## config.mk

```make
export PLATFORM = sky130hd
export DESIGN_NAME = fetch_sequencer
export DESIGN_NICKNAME = d
export VERILOG_FILES = /design/src/rtl/fetch_sequencer.sv
export SDC_FILE = /design/constraint.sdc
export NUM_CORES = 1
export LEC_CHECK = 0
export CORE_MARGIN = 1
export CORE_UTILIZATION = 36
export DETAILED_ROUTE_END_ITERATION = 12
export GPL_TIMING_DRIVEN = 0
export PLACE_DENSITY_LB_ADDON = 0.12
export SYNTH_ARGS = -nofsm -noshare
export SYNTH_HDL_FRONTEND = slang
export SYNTH_SLANG_ARGS = --single-unit
```

## constraint.sdc

```tcl
create_clock -name clk -period 1.8 [get_ports clk]
set_input_delay 0.36 -clock clk [delete_from_list [all_inputs] [get_ports clk]]
set_output_delay 0.36 -clock clk [all_outputs]
set_load 0.01 [all_outputs]
```

## src/rtl/fetch_sequencer.sv

```systemverilog
// fetch_sequencer: program counter and IF/ID register of a pipelined MIPS core
//
// Fetches one instruction at a time over a req/ack handshake. It holds the
// fetched word in IF/ID until ID consumes it (FULL and !stall). It applies ID
// redirects with a one-instruction delay slot.
//
// Ports:
//   clk            system clock, rising edge
//   reset          asynchronous, active-low reset
//   stall          hazard unit: ID frozen, IF/ID holds
//   redirect_valid taken control transfer from ID, sampled only on consume
//   redirect_pc    redirect target, low two bits ignored
//   imem_req       fetch request
//   imem_addr      fetch address, word aligned, stable until ack
//   imem_ack       fetch complete, imem_rdata valid
//   imem_rdata     fetched instruction
//   if_valid       IF/ID holds a valid instruction
//   if_instr       IF/ID instruction
//   if_pc          address of if_instr
//   if_pc4         if_pc + 4, for the next-PC block
//   fetch_cnt      instructions consumed by ID, wrapping
module fetch_sequencer #(
    parameter logic [31:0] RESET_PC = 32'h0000_3000,
    parameter int          CNT_W    = 32
) (
    input  logic             clk,
    input  logic             reset,
    input  logic             stall,
    input  logic             redirect_valid,
    input  logic [31:0]      redirect_pc,
    output logic             imem_req,
    output logic [31:0]      imem_addr,
    input  logic             imem_ack,
    input  logic [31:0]      imem_rdata,
    output logic             if_valid,
    output logic [31:0]      if_instr,
    output logic [31:0]      if_pc,
    output logic [31:0]      if_pc4,
    output logic [CNT_W-1:0] fetch_cnt
);
    typedef enum logic [1:0] {IDLE, REQ, FULL} state_t;

    state_t      state, state_next;
    logic        pending_valid;
    logic [31:0] pending_pc;
    logic        consume;
    logic        fetch_done;
    logic [31:0] next_addr;
    logic [31:0] target;

    // A pending target always wins over sequential flow; it is the branch
    // whose delay slot has just been fetched.
    assign next_addr = pending_valid ? pending_pc : if_pc4;
    assign target    = redirect_pc & ~32'h3;

    always_ff @(posedge clk or negedge reset) begin
        if (!reset) begin
            state <= IDLE;
        end else begin
            state <= state_next;
        end
    end

    // imem_req decodes the state alone, so it drops as soon as reset is asserted.
    always_comb begin
        state_next = state;
        imem_req   = 1'b0;
        consume    = 1'b0;
        fetch_done = 1'b0;
        case (state)
            IDLE: state_next = REQ;
            REQ: begin
                imem_req = 1'b1;
                if (imem_ack) begin
                    fetch_done = 1'b1;
                    state_next = FULL;
                end
            end
            FULL: begin
                if (!stall) begin
                    consume    = 1'b1;
                    state_next = REQ;
                end
            end
            default: state_next = IDLE;
        endcase
    end

    always_ff @(posedge clk or negedge reset) begin
        if (!reset) begin
            imem_addr     <= RESET_PC;
            if_valid      <= 1'b0;
            if_instr      <= 32'h0;
            if_pc         <= RESET_PC;
            if_pc4        <= RESET_PC + 32'd4;
            pending_valid <= 1'b0;
            pending_pc    <= 32'h0;
            fetch_cnt     <= '0;
        end else begin
            if (fetch_done) begin
                if_instr <= imem_rdata;
                if_pc    <= imem_addr;
                if_pc4   <= imem_addr + 32'd4;
                if_valid <= 1'b1;
            end
            if (consume) begin
                if_valid      <= 1'b0;
                fetch_cnt     <= fetch_cnt + CNT_W'(1);
                imem_addr     <= next_addr;
                // A redirect in a delay slot re-arms pending after the old
                // target has been used. Otherwise any used target is retired.
                pending_valid <= redirect_valid;
                if (redirect_valid) begin
                    pending_pc <= target;
                end
            end
        end
    end
endmodule
```

# Yosys cells after proc, flatten, opt, wreduce, memory -nomap -nowiden
# Index checks and enable logic that the tools add are counted.
[totals] ff_bits=194 in_bits=69 out_inout_bits=162 elab_cells=30
[op_classes] addsub=2 eq_ne=4 n_mux=11 n_reduce_logical=4
[ops] operator="$add A32 B1 Y32 const B" count=1
[ops] operator="$add A32 B3 Y32 const B" count=1
[ops] operator="$mux W32" count=1
[ops] operator="$mux W1" count=7
[ops] operator="$pmux W2 S3" count=1
[ops] operator="$mux W2" count=2
[ops] operator="$ne A2 B2 Y1 const B" count=2
[ops] operator="$reduce_and A2 Y1" count=2
[ops] operator="$eq A2 B1 Y1 const B" count=1
[ops] operator="$eq A2 B2 Y1 const B" count=1
[ops] operator="$logic_not A2 Y1" count=1
[ops] operator="$reduce_bool A2 Y1" count=1

# Logic depth before layout (Yosys ltp)
# Gate-level depths: netlist of run 1.
[depth] depth_word=4 mapped_depth=7 ltp_nobuf=5

# Worst setup path before layout of run 1
# OpenSTA, ideal clock, no wires.
[synth_path] kind="reg2reg" from="register imem_addr[13]" to="register if_pc4[31]" setup_time_ns=0.134 arrival_ns=1.792 path_slack_ns=-0.126 stages_incl_launch_ff=8 path_buffers=2 synth_period_minus_slack_ns=1.926 path_cell_list="dfstp_2 clkbuf_2 nand4_1 or2_1 buf_2 nor4_1 xnor2_1 o21ai_1"
[synth_between] elab_chain_cells=1
[synth_lines] item="start: declaration" line="32" text="output logic [31:0] imem_addr,"
[synth_lines] item="start signal: assignment" line="109" text="imem_addr <= next_addr;"
[synth_lines] item="$add A32 B3 Y32" line="103" text="if_pc4 <= imem_addr + 32'd4;"
[synth_lines] item="end signal: assignment" line="95" text="if_pc4 <= RESET_PC + 32'd4;"
[synth_lines] item="end signal: assignment" line="103"
[synth_lines] item="end: declaration" line="38" text="output logic [31:0] if_pc4,"
# No other way between the ends.
# A chain may end at the register's enable or synchronous reset.

# Final worst setup path of run 1
[layout_path] from="register fetch_cnt[20]" to="output fetch_cnt[20]"
[layout_lines] item="start: declaration" line="39" text="output logic [CNT_W-1:0] fetch_cnt"
[layout_lines] item="start signal: assignment" line="108" text="fetch_cnt <= fetch_cnt + CNT_W'(1);"
# No word-level cell between the ends.

==> impl_metrics.tcl, run 1 <==
set metrics [dict create \
    slowest_stage "clkdlybuf4s50_1" \
    post-route-period-util_pct 101 \
    synth_edf_count 0 \
    synthTopCellsByArea "dfrtp_1 57%, mux2_2 13%, nand2_1 4.5%" \
    die_area_sq_mm 0.0232 \
    synth_top_family_by_area "multiplexers" \
    n_antenna_cell 0 \
    firstDrtPassIters 9 \
    die_x_microns 152 \
    design_area_sq_mm 0.0123 \
    fill_cells 1917 \
    num_vias 6167 \
    stdcell_count 1269 \
    synth_top_cell_by_area "dfrtp_1" \
    rsz0062_at_grt "yes" \
    core_area_sq_mm 0.0220 \
    dp_hpwl_microns 14800 \
    syn_area_sq_mm 0.00813 \
    cts_buffer_depth 2 \
    start_kind "flip-flop" \
    drcViolationCount 9 \
    ir_worst_vdd_v 0.000724 \
    dpl_cell_area_sq_mm 0.0108 \
    synth_nets 734 \
    gr-total-overflow 0 \
    synthXorXnorAreaFrac_pct 6.36 \
    slowest_delay_ns 0.58 \
    grt_first_pass_wirelength_microns 35600 \
    crit_path_end_kind "output pin" \
    ys.flop_type "dfrtp_1" \
    viasPerCell 4.86 \
    power.total_mw 19.3 \
    antenna_found_initial 1 \
    final_common_cell "clkdlybuf4s50_1" \
    place_congestion 0.764 \
    initial_core_util_pct 37.0 \
    drv_slew 0 \
    place_inst 1172 \
    tightest_slew_ns 0.626 \
    grt_pass1_vias 6384 \
    final_nets 1047 \
    root_buffer "clkbuf_16" \
    htreeDepth 4 \
    synth_warnings 0 \
    synth.top_cell.area_share_pct 57.0 \
    drt_iter0_drc 240 \
    cts.clk_slew.worst_paths_ns 0.07 \
    rows 54 \
    violations "design-rule violations, negative setup slack" \
    syn2layout_area_growth_pct 51.9 \
    cp.required_ns 1.44 \
    setup_ws_ns -0.0196 \
    die_h_microns 152 \
    cp_top_family "buffers and inverters" \
    worst_hold_path_type "in2reg" \
    numCtsBuffers 17 \
    drive_gt1_share_pct 29.8 \
    avgRoutedWirePerCell_microns 17.4 \
    crit_fanout 6 \
    synth_mux_area_share_pct 16.6 \
    worstPathBufferInverterCount 1 \
    synth_cell_type_count 38 \
    outcome "finished with violations" \
    p_leak_nw 5.92 \
    synth_fa_ha_area_share_pct 0.308 \
    wirelength_microns 22100 \
    synth_seq_area_share_pct 59.2 \
    avgSynthCellArea_sq_um 12.3 \
    clock_latency_ns 0.43 \
    max-cap-violations 0 \
    critical_path_class "reg2out" \
    holdWs_ns 0.433 \
    post-route-util_pct 56.2 \
    skew_ns 0.0168 \
    p_per_area_mw_per_mm2 1560 \
    syn_inst 663 \
    ys_ff_latch 192 \
    max_slew_margin_pct 58.2 \
    worstPathArrival_ns 1.46 \
    io_pins 231 \
    track_usage_pct 19.8 \
    period_needed_ns 1.82 \
    hold_viol_final 0 \
    async_reset_ff_share_pct 100 \
    fmax_mhz 550 \
    cts_tree "yes" \
    synth_compound_gate_area_share_pct 3.97 \
    grt_max_degree 115 \
    synthSimpleGateAreaFrac_pct 11.5 \
    cts_sinks 192 \
    final_cell_mix "177 x clkdlybuf4s50_1, 158 x dfrtp_1, 92 x nand2_1" \
    crit_chain "clkdlybuf4s50_1" \
    numPortBuffers 228 \
    ant_nets 0 \
    setup_viol 1 \
]
registers in the layout, indices dropped and copies added, names as in the netlist:
signal and cells:
pending_valid 1, pending_pc 30, imem_addr 32, if_instr 32
state 2, if_pc4 30, if_valid 1, if_pc 32
fetch_cnt 32
where the power goes:
| group | internal, mW | total [mW] | switching, mW |
|---|---|---|---|
| Combinational | 4.50 | 7.86 | 3.36 |
| Sequential | 6.18 | 7.51 | 1.33 |
| Clock | 2.23 | 3.93 | 1.70 |
| Total | 12.9 | 19.3 | 6.39 |
area by class of cell:
cell class,count,area (sq um),share of cell area [%]
inverter,3,11.3,0.0912
multi-input combinational,432,3400,27.6
clock inverter,13,159,1.29
tap,280,350,2.84
sequential,192,4850,39.3
clock buffer,19,443,3.59
buffer,33,219,1.77
timing repair buffer,297,2910,23.6
path summary, 6_finish.rpt:
check,slack [ns],start,cells past startpoint,to
max in group asynchronous,0.29,reset,3,imem_addr[16]
max reg2reg,0.01,fetch_cnt[6],5,fetch_cnt[30]
max,-0.02,fetch_cnt[20],1,fetch_cnt[20]
min reg2reg,0.49,fetch_cnt[31],1,fetch_cnt[31]
min in group asynchronous,0.49,reset,2,fetch_cnt[26]
min,0.43,stall,3,state[1]
layer usage:
| layer | GRT usage (%) | part of all wire (%) | up-vias |
|---|---|---|---|
| met2 | 31.7 | 48 | 148 |
| met1 | 26.4 | 45 | 3075 |
| met3 | 5.35 | 5.4 | 22 |
| met4 | 5.30 | 1.4 | 2 |
| li1 | - | - | 2920 |
| met5 | 0 | 0.050 | - |
synth_stat cells, drive strengths merged (4+ instances only):
| master | n |
|---|---|
| dfrtp | 185 |
| nand2 | 97 |
| mux2 | 93 |
| o21ai | 63 |
| xnor2 | 36 |
| mux2i | 30 |
| clkbuf | 29 |
| xor2 | 23 |
| nand3 | 19 |
| nand4 | 15 |
| nor2 | 10 |
| nor4 | 10 |
| nor3 | 9 |
| buf | 7 |
| dfstp | 7 |
| and2 | 5 |
| and3 | 4 |
| and4 | 4 |
| or2 | 4 |
stage by stage:
step / setup slack (ns) / TNS [ns]
CTS: -0.119 / -0.741
detailed placement: -0.884 / -106.71
finish: -0.0196 / -0.0196
global route: -0.0781 / -0.866
floorplan: -0.0346 / -0.0667
global placement: -8.17 / -1653.50
timing repair:
action / CTS / global route
gates cloned: 1 / 0
gates resized for setup: 107 / 72
hold buffers: 1 / 0
pin swaps: 18 / 31
setup buffers: 38 / 28
hold endpoints to repair: 77 / 0
endpoints found under the setup margin: 221 / 191
cell families (layout without fill, tap and decap cells):
logic type,after synthesis,in the layout
XOR/XNOR,59,59
buffers and inverters,39,365
flip-flops,192,192
adder cells (fa/ha/maj),2,2
AO/OA/AOI/OAI,64,64
AND/OR/NAND/NOR,184,184
multiplexers,123,123
Note: power is estimated with default switching activity, not from simulation.
==> run 2, diff against run 1 <==
clock period = 1.69 ns   (was 1.8 ns; I/O delays follow)
==> run 2 against run 1 <==
Compared with the run above:
- the flow still finishes with violations (design-rule violations, negative setup slack)
- clock-buffer cell count down 1
- core utilization is 2.9 points higher
- non-clock buffer count grew 25
- clock skew is 0.0088 ns lower
- clock power decreased by 2%
- worst setup slack worse by 0.11 ns
- power grew 7.1%
- sequential cell count stayed put
- routed wire length grew 6.3%
- combinational power grew 13%
- worst hold slack worse by 0.14 ns
- final cell count rose by 2.0%
- largest cell class unchanged
==> impl_metrics.tcl, run 2 (synthesis gave the netlist of run 1 again) <==
set metrics [dict create \
    crit_fanout 7 \
    initial_core_util_pct 37.0 \
    min_to "state[1]" \
    p_per_area_mw_per_mm2 1590 \
    rsz0062_at_grt "yes" \
    hold_depth 3 \
    crit_path_end_kind "flip-flop" \
    max-cap-violations 0 \
    die_area_sq_mm 0.0232 \
    viasPerCell 4.90 \
    numCtsBuffers 17 \
    die_h_microns 152 \
    p_int_mw 13.5 \
    reg2reg_depth 6 \
    cts_sinks 192 \
    die_x_microns 152 \
    start_kind "flip-flop" \
    cts.clk_slew.worst_paths_ns 0.07 \
    root_buffer "clkbuf_16" \
    reg2reg_from "state[0]" \
    grt_pass1_vias 6597 \
    power.switching_mw 7.21 \
    worstHoldStart "stall" \
    final_cell_mix "158 x dfrtp_1, 111 x dlygate4sd2_1, 78 x buf_4" \
    outcome "finished with violations" \
    setup_ws_ns -0.126 \
    rows 54 \
    final_common_cell "dfrtp_1" \
    m1WireLength_microns 10600 \
    period_needed_ns 1.82 \
    clockPowerShare_pct 18.6 \
    fmax_mhz 551 \
    setup_viol 53 \
    syn2layout_area_growth_pct 59.7 \
    place_congestion 0.779 \
    core_area_sq_mm 0.0220 \
    post-route-period-util_pct 107 \
    drive_gt1_share_pct 36.6 \
    r2r_setup_slack_ns -0.13 \
    tightest_slew_ns 0.565 \
    violations "design-rule violations, negative setup slack" \
    cts_tree "yes" \
    n_antenna_cell 0 \
    numPortBuffers 228 \
    gr-total-overflow 0 \
    skew_ns 0.00802 \
    grt_first_pass_wirelength_microns 36400 \
    clock_latency_ns 0.43 \
    track_usage_pct 20.3 \
    hold_viol_final 0 \
    critPathLaunch "state[0]" \
    drv_slew 0 \
    drcViolationCount 10 \
    route.met3.wl_microns 1250 \
    fill_cells 1878 \
    drt_iter0_drc 339 \
    highest_layer "met5" \
    pwr-share-comb_pct 43.0 \
    cp.required_ns 2.00 \
    num_vias 6337 \
    ant_nets 0 \
    critical_path_class "reg2reg" \
    dp_hpwl_microns 14700 \
    max_slew_margin_pct 62.4 \
    worstPathArrival_ns 2.12 \
    wirelength_microns 23500 \
    htreeDepth 4 \
    dpl_cell_area_sq_mm 0.0109 \
    stdcell_count 1294 \
    reg2reg_to "pending_pc[2]" \
    place_inst 1172 \
    final_nets 1072 \
    swShare_pct 34.9 \
    antenna_found_initial 1 \
    power_frac_seq_pct 38.4 \
    design_area_sq_mm 0.0130 \
    firstDrtPassIters 8 \
    p_leak_nw 6.74 \
    io_pins 231 \
    dr_wl_met2_microns 11400 \
    grt_max_degree 105 \
    avgRoutedWirePerCell_microns 18.2 \
    worst_hold_path_type "in2reg" \
    ir_worst_vdd_v 0.000779 \
    cts_buffer_depth 2 \
]
## run 2: cell count changes in the layout (fill, tap and decap cells not counted), moves of 20 or more
cell             before  now
o21ai_0              51   20
nand2_1              92   68
o21ai_1              12   38
mux2_4                0   30
mux2_2               91   63
clkdlybuf4s50_1     177   69
nand2_2               4   24
dlygate4sd2_1        23  111
## run 2: stage by stage
stage	total power, mW	setup TNS [ns]	setup WS, ns	utilization, %	hold WS, ns
floorplan	11.5	-0.960	-0.120	-	0.0424
global placement	15.9	-1673.10	-8.92	49.4	0.462
detailed placement	16.0	-123.98	-0.964	49.5	0.393
CTS	20.1	-5.21	-0.197	55.7	0.476
global route	22.0	-8.97	-0.224	59.1	0.335
finish	20.7	-3.69	-0.126	59.1	0.293
## run 2: repair_timing
item | 4_1_cts | 5_1_grt
gates cloned | 1 | 8
setup buffers | 70 | 12
endpoints found under the setup margin | 299 | 221
endpoints found under the hold margin | 82 | 0
pin swaps | 48 | 45
resized for setup | 247 | 205
hold buffers | 1 | 0
## run 2: layout make-up
cell class	instances	area [sq um]	area share, %
Buffer	34	359	2.77
Clock buffer	18	429	3.31
Clock inverter	14	124	0.955
Inverter	3	11.3	0.0868
Multi-Input combinational cell	432	3710	28.6
Sequential cell	192	4850	37.4
Tap cell	280	350	2.70
Timing Repair Buffer	321	3140	24.2
## run 2: critical path, cell delays in order, from the launching register on
cell       delay, ns
dfrtp_1         0.40
buf_6           0.13
nor3b_4         0.23
buf_6           0.13
and2_4          0.28
clkbuf_16       0.21
mux2_4          0.30
## run 2: how the worst max path moves through the flow
stage / endpoint / slack, ns
2_1_floorplan: if_pc4[29] / -0.12
3_3_place_gp: fetch_cnt[9] / -8.92
3_5_place_dp: state[1] / -0.96
4_1_cts: if_pc4[20] / -0.20
5_1_grt: if_pc4[20] / -0.22
6_report: pending_pc[2] / -0.13
## run 2: power by group through the flow
stage | Clock, mW | Sequential, mW | Combinational [mW]
2_1_floorplan | 0 | 8.53 | 3.01
3_3_place_gp | 0 | 8.17 | 7.74
3_5_place_dp | 0 | 8.20 | 7.79
4_1_cts | 3.99 | 7.95 | 8.21
5_1_grt | 4.14 | 8.22 | 9.62
6_report | 3.84 | 7.93 | 8.90
## run 2: layer usage
layer	vias to the layer above	GRT usage (%)
li1	2978	-
met4	2	5.98
met5	-	0
met3	22	5.43
met1	3180	26.0
met2	155	33.6
==> run 3, diff against run 2 <==
GPL_ROUTABILITY_DRIVEN = 0   (was not set)
==> results of run 3 <==
Final layout, timing and power as in run 2 (identical DEF).
